**src/rtl/signed_diff_acc_pkg.sv**
```systemverilog
// Shared types and helpers for the signed difference accumulator.
// Latency: none (declarations only).
// Backpressure: not applicable.
package signed_diff_acc_pkg;

    // Width of the subtracter's signed difference samples.
    localparam int DIFF_W = 6;

    // Widest intermediate sum handled by sat_clip (ACC_W max 16, plus one guard bit).
    localparam int SAT_W = 17;

    typedef enum logic {
        ACCUM = 1'b0,
        HOLD  = 1'b1
    } state_t;

    // Clamp a sign-extended value into the two's complement range of 'width' bits.
    function automatic logic signed [SAT_W-1:0] sat_clip(input logic signed [SAT_W-1:0] value,
                                                         input int width);
        logic signed [SAT_W-1:0] hi;
        logic signed [SAT_W-1:0] lo;
        hi = 17'sd1 <<< (width - 1);
        hi = hi - 17'sd1;
        lo = -hi - 17'sd1;
        if (value > hi) begin
            return hi;
        end else if (value < lo) begin
            return lo;
        end else begin
            return value;
        end
    endfunction

endpackage

```
**src/rtl/signed_diff_accumulator_sat_adder.sv**
```systemverilog
// Saturating adder: acc + operand clamped to ACC_W bits, with an overflow flag.
// Latency: combinational, the parent registers the result.
// Backpressure: none, pure datapath.
module sat_adder
    import signed_diff_acc_pkg::*;
#(
    parameter int ACC_W = 10
) (
    input  logic signed [ACC_W-1:0] acc,
    input  logic signed [ACC_W-1:0] operand,
    output logic signed [ACC_W-1:0] sum,
    output logic                    ovf
);

    logic signed [ACC_W:0]   wide;
    logic signed [SAT_W-1:0] wide_x;
    logic signed [SAT_W-1:0] clip;

    // One guard bit makes the raw sum exact; the clamp then folds it back to ACC_W bits.
    always_comb begin
        wide   = {acc[ACC_W-1], acc} + {operand[ACC_W-1], operand};
        wide_x = SAT_W'(wide);
        clip   = sat_clip(wide_x, ACC_W);
        sum    = clip[ACC_W-1:0];
        ovf    = (clip != wide_x);
    end

endmodule

```
**src/rtl/signed_diff_accumulator.sv**
```systemverilog
// Sums COUNT signed 6-bit samples per block with saturation; optional min/max via SIGNED_DIFF_ACC_MINMAX_EN.
// Latency: result valid the cycle after the COUNTth accepted sample; one bubble cycle on release.
// Backpressure: in_ready drops for the whole HOLD state; results hold stable until out_ready.
module signed_diff_accumulator
    import signed_diff_acc_pkg::*;
#(
    parameter int COUNT = 8,
    parameter int ACC_W = 10
) (
    input  logic                     clk,
    input  logic                     rst_n,
    input  logic signed [DIFF_W-1:0] diff_in,
    input  logic                     in_valid,
    output logic                     in_ready,
    output logic signed [ACC_W-1:0]  sum,
    output logic signed [DIFF_W-1:0] min,
    output logic signed [DIFF_W-1:0] max,
    output logic                     overflow,
    output logic                     out_valid,
    input  logic                     out_ready
);

    localparam int CNT_W = (COUNT > 2) ? $clog2(COUNT) : 1;
    localparam logic [CNT_W-1:0] LAST = CNT_W'(COUNT - 1);

    state_t                   state;
    logic [CNT_W-1:0]         cnt;
    logic signed [ACC_W-1:0]  operand;
    logic signed [ACC_W-1:0]  add_sum;
    logic                     add_ovf;
    logic                     accept;
    logic                     release_blk;

    // Handshake flags come straight off the state register.
    assign in_ready    = (state == ACCUM);
    assign out_valid   = (state == HOLD);
    assign accept      = in_valid && (state == ACCUM);
    assign release_blk = out_ready && (state == HOLD);
    assign operand     = {{(ACC_W-DIFF_W){diff_in[DIFF_W-1]}}, diff_in};

    sat_adder #(
        .ACC_W(ACC_W)
    ) u_sat_adder (
        .acc    (sum),
        .operand(operand),
        .sum    (add_sum),
        .ovf    (add_ovf)
    );

    // Block FSM: accumulate COUNT samples, then hold the result until downstream takes it.
    always_ff @(posedge clk or negedge rst_n) begin
        if (!rst_n) begin
            state    <= ACCUM;
            cnt      <= '0;
            sum      <= '0;
            overflow <= 1'b0;
        end else begin
            case (state)
                ACCUM: begin
                    if (in_valid) begin
                        sum      <= add_sum;
                        overflow <= overflow | add_ovf;
                        cnt      <= cnt + CNT_W'(1);
                        if (cnt == LAST) begin
                            state <= HOLD;
                        end
                    end
                end
                HOLD: begin
                    if (out_ready) begin
                        sum      <= '0;
                        cnt      <= '0;
                        overflow <= 1'b0;
                        state    <= ACCUM;
                    end
                end
            endcase
        end
    end

`ifdef SIGNED_DIFF_ACC_MINMAX_EN
    logic first;

    // Track block extremes; the first sample of a block overwrites the previous block's values.
    always_ff @(posedge clk or negedge rst_n) begin
        if (!rst_n) begin
            min   <= '0;
            max   <= '0;
            first <= 1'b1;
        end else if (accept) begin
            first <= 1'b0;
            if (first) begin
                min <= diff_in;
                max <= diff_in;
            end else begin
                if (diff_in < min) begin
                    min <= diff_in;
                end
                if (diff_in > max) begin
                    max <= diff_in;
                end
            end
        end else if (release_blk) begin
            first <= 1'b1;
        end
    end
`else
    // Min/max tracking not built: report constant zero.
    assign min = '0;
    assign max = '0;
`endif

endmodule

```
**config.mk**
```make
export PLATFORM = sky130hd
export DESIGN_NAME = signed_diff_accumulator
export DESIGN_NICKNAME = d
export VERILOG_FILES = /design/src/rtl/signed_diff_acc_pkg.sv /design/src/rtl/signed_diff_accumulator_sat_adder.sv /design/src/rtl/signed_diff_accumulator.sv
export SDC_FILE = /design/constraint.sdc
export NUM_CORES = 1
export LEC_CHECK = 0
export CAP_MARGIN = 25
export CELL_PAD_IN_SITES_DETAIL_PLACEMENT = 0
export CELL_PAD_IN_SITES_GLOBAL_PLACEMENT = 1
export CORE_UTILIZATION = 35
export DETAILED_ROUTE_END_ITERATION = 6
export PLACE_DENSITY = 0.86
export SETUP_SLACK_MARGIN = 0.2
export SLEW_MARGIN = 20
export SYNTH_ARGS = -nofsm -noshare
export SYNTH_HDL_FRONTEND = slang
export SYNTH_SLANG_ARGS = --single-unit
```
**constraint.sdc**
```tcl
create_clock -name clk -period 2.6 [get_ports clk]
set_input_delay 0.52 -clock clk [delete_from_list [all_inputs] [get_ports clk]]
set_output_delay 0.52 -clock clk [all_outputs]
set_load 0.05 [all_outputs]
```
== Word level (Yosys, flattened, before mapping) ==
Cells that the tools add are included.
Operators by class
  magnitude comparators: 2
  multiplexer cells: 15
  bitwise gates (word level): 2
  reduce and logical (&&, ||, !) cells: 1
  equal/unequal tests: 4
  $add $sub $neg: 2
Operators by type and width (number)
  2-to-1 mux 17 bit: 2
  2-to-1 mux 10 bit: 2
  case mux 10 bit (2 select lines): 1
  inequality test 17 x 11 -> 1 bit: 1
  adder 10 x 6 -> 11 bit: 1
  > comparator 11 x 10 -> 1 bit (second input constant): 1
  less-than comparator 11 x 10 -> 1 bit (second input constant): 1
  2-to-1 mux 3 bit: 2
  case mux 3 bit (2 select lines): 1
  2-to-1 mux 1 bit: 5
  inequality test 2 bit (second input constant): 2
  case mux 1 bit (2 select lines): 2
  adder 3 x 1 -> 3 bit (second input constant): 1
  equality test 3 bit (second input constant): 1
  AND reduction 2 bit: 1
  inverter 1 bit: 1
  OR 1 bit: 1
Storage, ports and cells
  input port bits: 10
  bits in registers: 15
  logic and storage cells: 30
  output and inout bits: 25

== Depth between registers and ports, before layout ==
  depth after elaboration: 8
  mapped depth: 10
  depth with buffers taken out: 9

== Modules after synthesis ==
A second synthesis with hierarchy kept.
Unflattened totals
  cells, all modules: 147
  area total of the unflattened synthesis: 1443.9 um2
By module, submodules not included
  signed_diff_accumulator: cells each 68, seq. area each 375.4 um2, times used 1, area an instance 834.6 um2
  sat_adder: cells each 79, seq. area each 0.0 um2, times used 1, area an instance 609.3 um2

== Least setup slack after synthesis ==
OpenSTA, ideal clock, no wires.
  path kind: flip-flop to flip-flop
  start point: register sum[0]
  end point: register sum[0]
  cell stages (with the launch flop): 11
  library setup time: 0.091 ns
  buffers on the path: 1
  required time: 2.509 ns
  clock period less this slack: 2.438 ns
  slack: 0.162 ns
  arrival: 2.347 ns
  cells stage by stage: dfrtp_1 ha_1 inv_1 fa_1 nor2b_1 o31a_1 o31ai_2 and2_1 a31o_1 buf_6 o221ai_1
Between the ends
  longest elaborated chain between the ends: 6
  elaborated cells on any way between the ends: 7
  classes of those cells: 1 x add/sub; 2 x order compare; 4 x mux
Ends and longest elaborated chain
  start: declaration: RTL line signed_diff_accumulator.sv:15  | output logic signed [ACC_W-1:0] sum,
  start signal: assignment: RTL line signed_diff_accumulator.sv:61  | sum <= add_sum;
  adder 10 x 6 -> 11 bit *: RTL line signed_diff_accumulator_sat_adder.sv:21  | wide = {acc[ACC_W-1], acc} + {operand[ACC_W-1], operand};
  less-than comparator 11 x 10 -> 1 bit: RTL line signed_diff_acc_pkg.sv:27  | end else if (value < lo) begin
  2-to-1 mux 17 bit: RTL line signed_diff_acc_pkg.sv:27
  2-to-1 mux 17 bit *: RTL line signed_diff_acc_pkg.sv:25  | if (value > hi) begin
  2-to-1 mux 10 bit *: RTL line signed_diff_accumulator.sv:60  | if (in_valid) begin
  case mux 10 bit (2 select lines) *: RTL line signed_diff_accumulator.sv:58  | case (state)
Every way passes the cells marked *; elsewhere a longest branch is shown, timed or not. The select of a mux whose other input is x is not followed.
A chain may end at the register's enable or synchronous reset.

== Worst setup path after layout ==
  start point: input port diff_in[3]
  end point: register overflow
Between the ends
  longest elaborated chain between the ends: 8
  elaborated cells on any way between the ends: 9
  classes of those cells: 1 x add/sub; 2 x order compare; 1 x eq/ne; 4 x mux; 1 x bitwise
Ends and longest elaborated chain
  start: declaration: RTL line signed_diff_accumulator.sv:12  | input logic signed [DIFF_W-1:0] diff_in,
  adder 10 x 6 -> 11 bit *: RTL line signed_diff_accumulator_sat_adder.sv:21
  less-than comparator 11 x 10 -> 1 bit: RTL line signed_diff_acc_pkg.sv:27
  2-to-1 mux 17 bit: RTL line signed_diff_acc_pkg.sv:27
  2-to-1 mux 17 bit: RTL line signed_diff_acc_pkg.sv:25
  inequality test 17 x 11 -> 1 bit *: RTL line signed_diff_accumulator_sat_adder.sv:25  | ovf = (clip != wide_x);
  OR 1 bit *: RTL line signed_diff_accumulator.sv:62  | overflow <= overflow | add_ovf;
  2-to-1 mux 1 bit *: RTL line signed_diff_accumulator.sv:60
  case mux 1 bit (2 select lines) *: RTL line signed_diff_accumulator.sv:58
  end signal: assignment: RTL line signed_diff_accumulator.sv:62
  end: declaration: RTL line signed_diff_accumulator.sv:18  | output logic overflow,
Marks and branches as above.

==> results.cfg <==
[floorplan]
die_area_sq_um = 3862
dieWidth_um = 62.15
rows = 21
initial_core_util_pct = 37.36
io_pins = 35
core_area_sq_um = 3390
die_y_um = 62.15

[yosys]
ys.flop_type = dfrtp_1
yosysTopAreaCell = dfrtp_1
synth_top_area_share_pct = 29.64
ys_seq_area_share_pct = 29.64
synth.most_common_cell = nand2_1
ys_top_cells_by_area = dfrtp_1 30%, ha_1 12%, buf_4 7.1%, nand2_1 5.9%, o21ai_0 3.6%
synth_common_cells = 20 x nand2_1, 15 x dfrtp_1, 12 x buf_4, 12 x ha_1, 9 x o21ai_0
syn_avg_cell_area_sq_um = 8.793
ys_seq_elements = 15
synth_cell_types = 44
async_flop_share_pct = 100.0
yosysWarnings = 0
postSynthCellCount = 144
synth_area_sq_um = 1266
synth_edf_count = 0

[setup_path]
endpoint_kind = flop
startpoint_type = input port
critical_path_class = in -> reg
arrival_ps = 2540
critPathMaxFanout = 4
critPathRequiredTime_ps = 2790

[cts]
cts_buffers = 3
cts_max_level = 1
numClockSinks = 15
clk_latency_ps = 290
clockBufferDepth = 2
cts_tree = done
cts-root-buf = clkbuf_4
postCtsHoldBufs = 0
clkSlewWorstSetupHoldPaths_ps = 90

[job]
maxCapViolations = 0

[global_route]
top_usage_layer = met2
grt.met3_usage_pct = 1.287
grt_use_total_pct = 17.75
antenna_found_initial = 0
met1_usage_pct = 22.83
use_met2_pct = 30.63
grt_overflow_total = 0
grt_pass1_wl_um = 5540
grt_pass1_vias = 1238
grt_max_degree = 16

[final_layout]
nets = 218
num_antenna_cells = 0
fill_cells = 304
multi_input_area_sq_um = 909.6
area_growth_pct = 44.66
stdcell_area_sq_um = 1832
drive_gt1_share_pct = 28.35
regArea_sq_um = 376.6
final_util_pct = 54.04

[sta]
max_slew_margin_pct = 54.41
setup_viol = 0
rsz0062_at_grt = true
finalCritPeriodShare_pct = 90.69
max_freq_ghz = 0.4241
worst_pin_slew_ps = 681.7
slew_violations = 0
fin_skew_ps = 4.154
min_period_ps = 2358
fin_tns_setup_ps = 0
layout_setup_ws_ps = 242.1
finalHoldViolations = 0

[route]
drt-initial-drc-count = 60
dr_total_vias = 1257
avgViaCountPerCell = 5.238
drc = 0
routed_wl_um = 3197
drt_pass1_iterations = 4
ant_nets = 0
post_drt_wl_per_cell_um = 13.32

[place]
io_buffers = 22
gp_congestion = 0.9295
dp_hpwl_um = 2465
place_area_sq_um = 1657
pre_cts_ws_ps = -219.3

[pwr]
power_mw = 2.553
p_per_area_nw_per_um2 = 1394
vdd_ir_drop_max_mv = 0.7823
leakage_nw = 0.8185

[outcome]
run_status = complete, no violations

[worst_hold_path]
hold_class = reg -> reg
==> state kept, by name, indices dropped and copies added, names as in the netlist <==
register / flops
out_valid: 1
sum: 10
overflow: 1
cnt: 3
==> layout by cell type (no fill, tap or decap), drive strengths merged, types with 3 or more instances in the layout <==
cell,netlist,layout
nor2,5,5
conb,1,12
a211oi,4,4
buf,14,28
nand2,20,20
a21oi,9,9
clkdlybuf4s50,0,19
nor2b,4,4
o21ai,12,12
ha,12,12
o21a,3,3
inv,7,7
dfrtp,15,15
a21o,3,3
o221ai,3,3
a22oi,4,4
clkbuf,1,3
==> routing by layer <==
layer,wire [um],share of wire (%),vias to the layer above
met5,0,0,-
met3,82,2.6,6
met2,1604,50,29
met4,61,1.9,0
met1,1448,45,620
li1,-,-,602
==> cell type report <==
class,instances,share of cell area (%)
Tap cell,46,3.142
Sequential cell,15,20.56
Clock buffer,3,1.230
Timing Repair Buffer,50,23.70
Clock inverter,1,0.2732
Inverter,7,1.434
Multi-Input combinational cell,118,49.66
==> worst max-delay path, cell delays in order <==
cell and delay [ps]:
clkdlybuf4s50_1 400, ha_1 350, a21o_1 200, a21oi_1 250, a21oi_2 120, nand2b_4 180, buf_4 140, nand2b_1 130
a32o_1 250
==> kinds of logic after synthesis <==
| group | count (synthesis) | share of synthesized area [%] |
|---|---|---|
| flip-flops | 15 | 29.64 |
| buffers and inverters | 22 | 10.77 |
| AND/OR/NAND/NOR | 40 | 16.31 |
| AO/OA/AOI/OAI | 50 | 27.47 |
| XOR/XNOR | 3 | 2.075 |
| adder cells (fa/ha/maj) | 13 | 13.44 |
| other | 1 | 0.2962 |
==> power breakdown <==
group / switching (mW) / total (mW) / internal, mW / leakage (nW)
Sequential: 0.107 / 0.454 / 0.346 / 0.180
Combinational: 1.09 / 1.96 / 0.874 / 0.621
Clock: 0.0777 / 0.135 / 0.0573 / 0.0177
==> worst paths after layout <==
kind	from	depth (start not counted)	endpoint	slack, ps
worst max-delay path	diff_in[3]	9	overflow	240
worst min-delay path	overflow	1	overflow	510
worst max register to register	sum[0]	9	overflow	420
worst min register to register	overflow	1	overflow	510
max in group asynchronous	rst_n	1	sum[0]	1490
min in group asynchronous	rst_n	1	sum[9]	630
==> per-stage QoR <==
step | hold WS, ps | instances
after floorplan | 224.4 | 155
after global placement | 488.2 | 232
after global routing | 551.2 | 240
final | 510.0 | 240
after detailed placement | 494.6 | 232
after CTS | 516.1 | 239
==> repair_timing <==
action                                  CTS  global route
setup buffers                             3             1
resized for setup                        18             9
pin swaps                                 7             5
endpoints found under the setup margin    9            10
(Power assumes the default switching activity.)
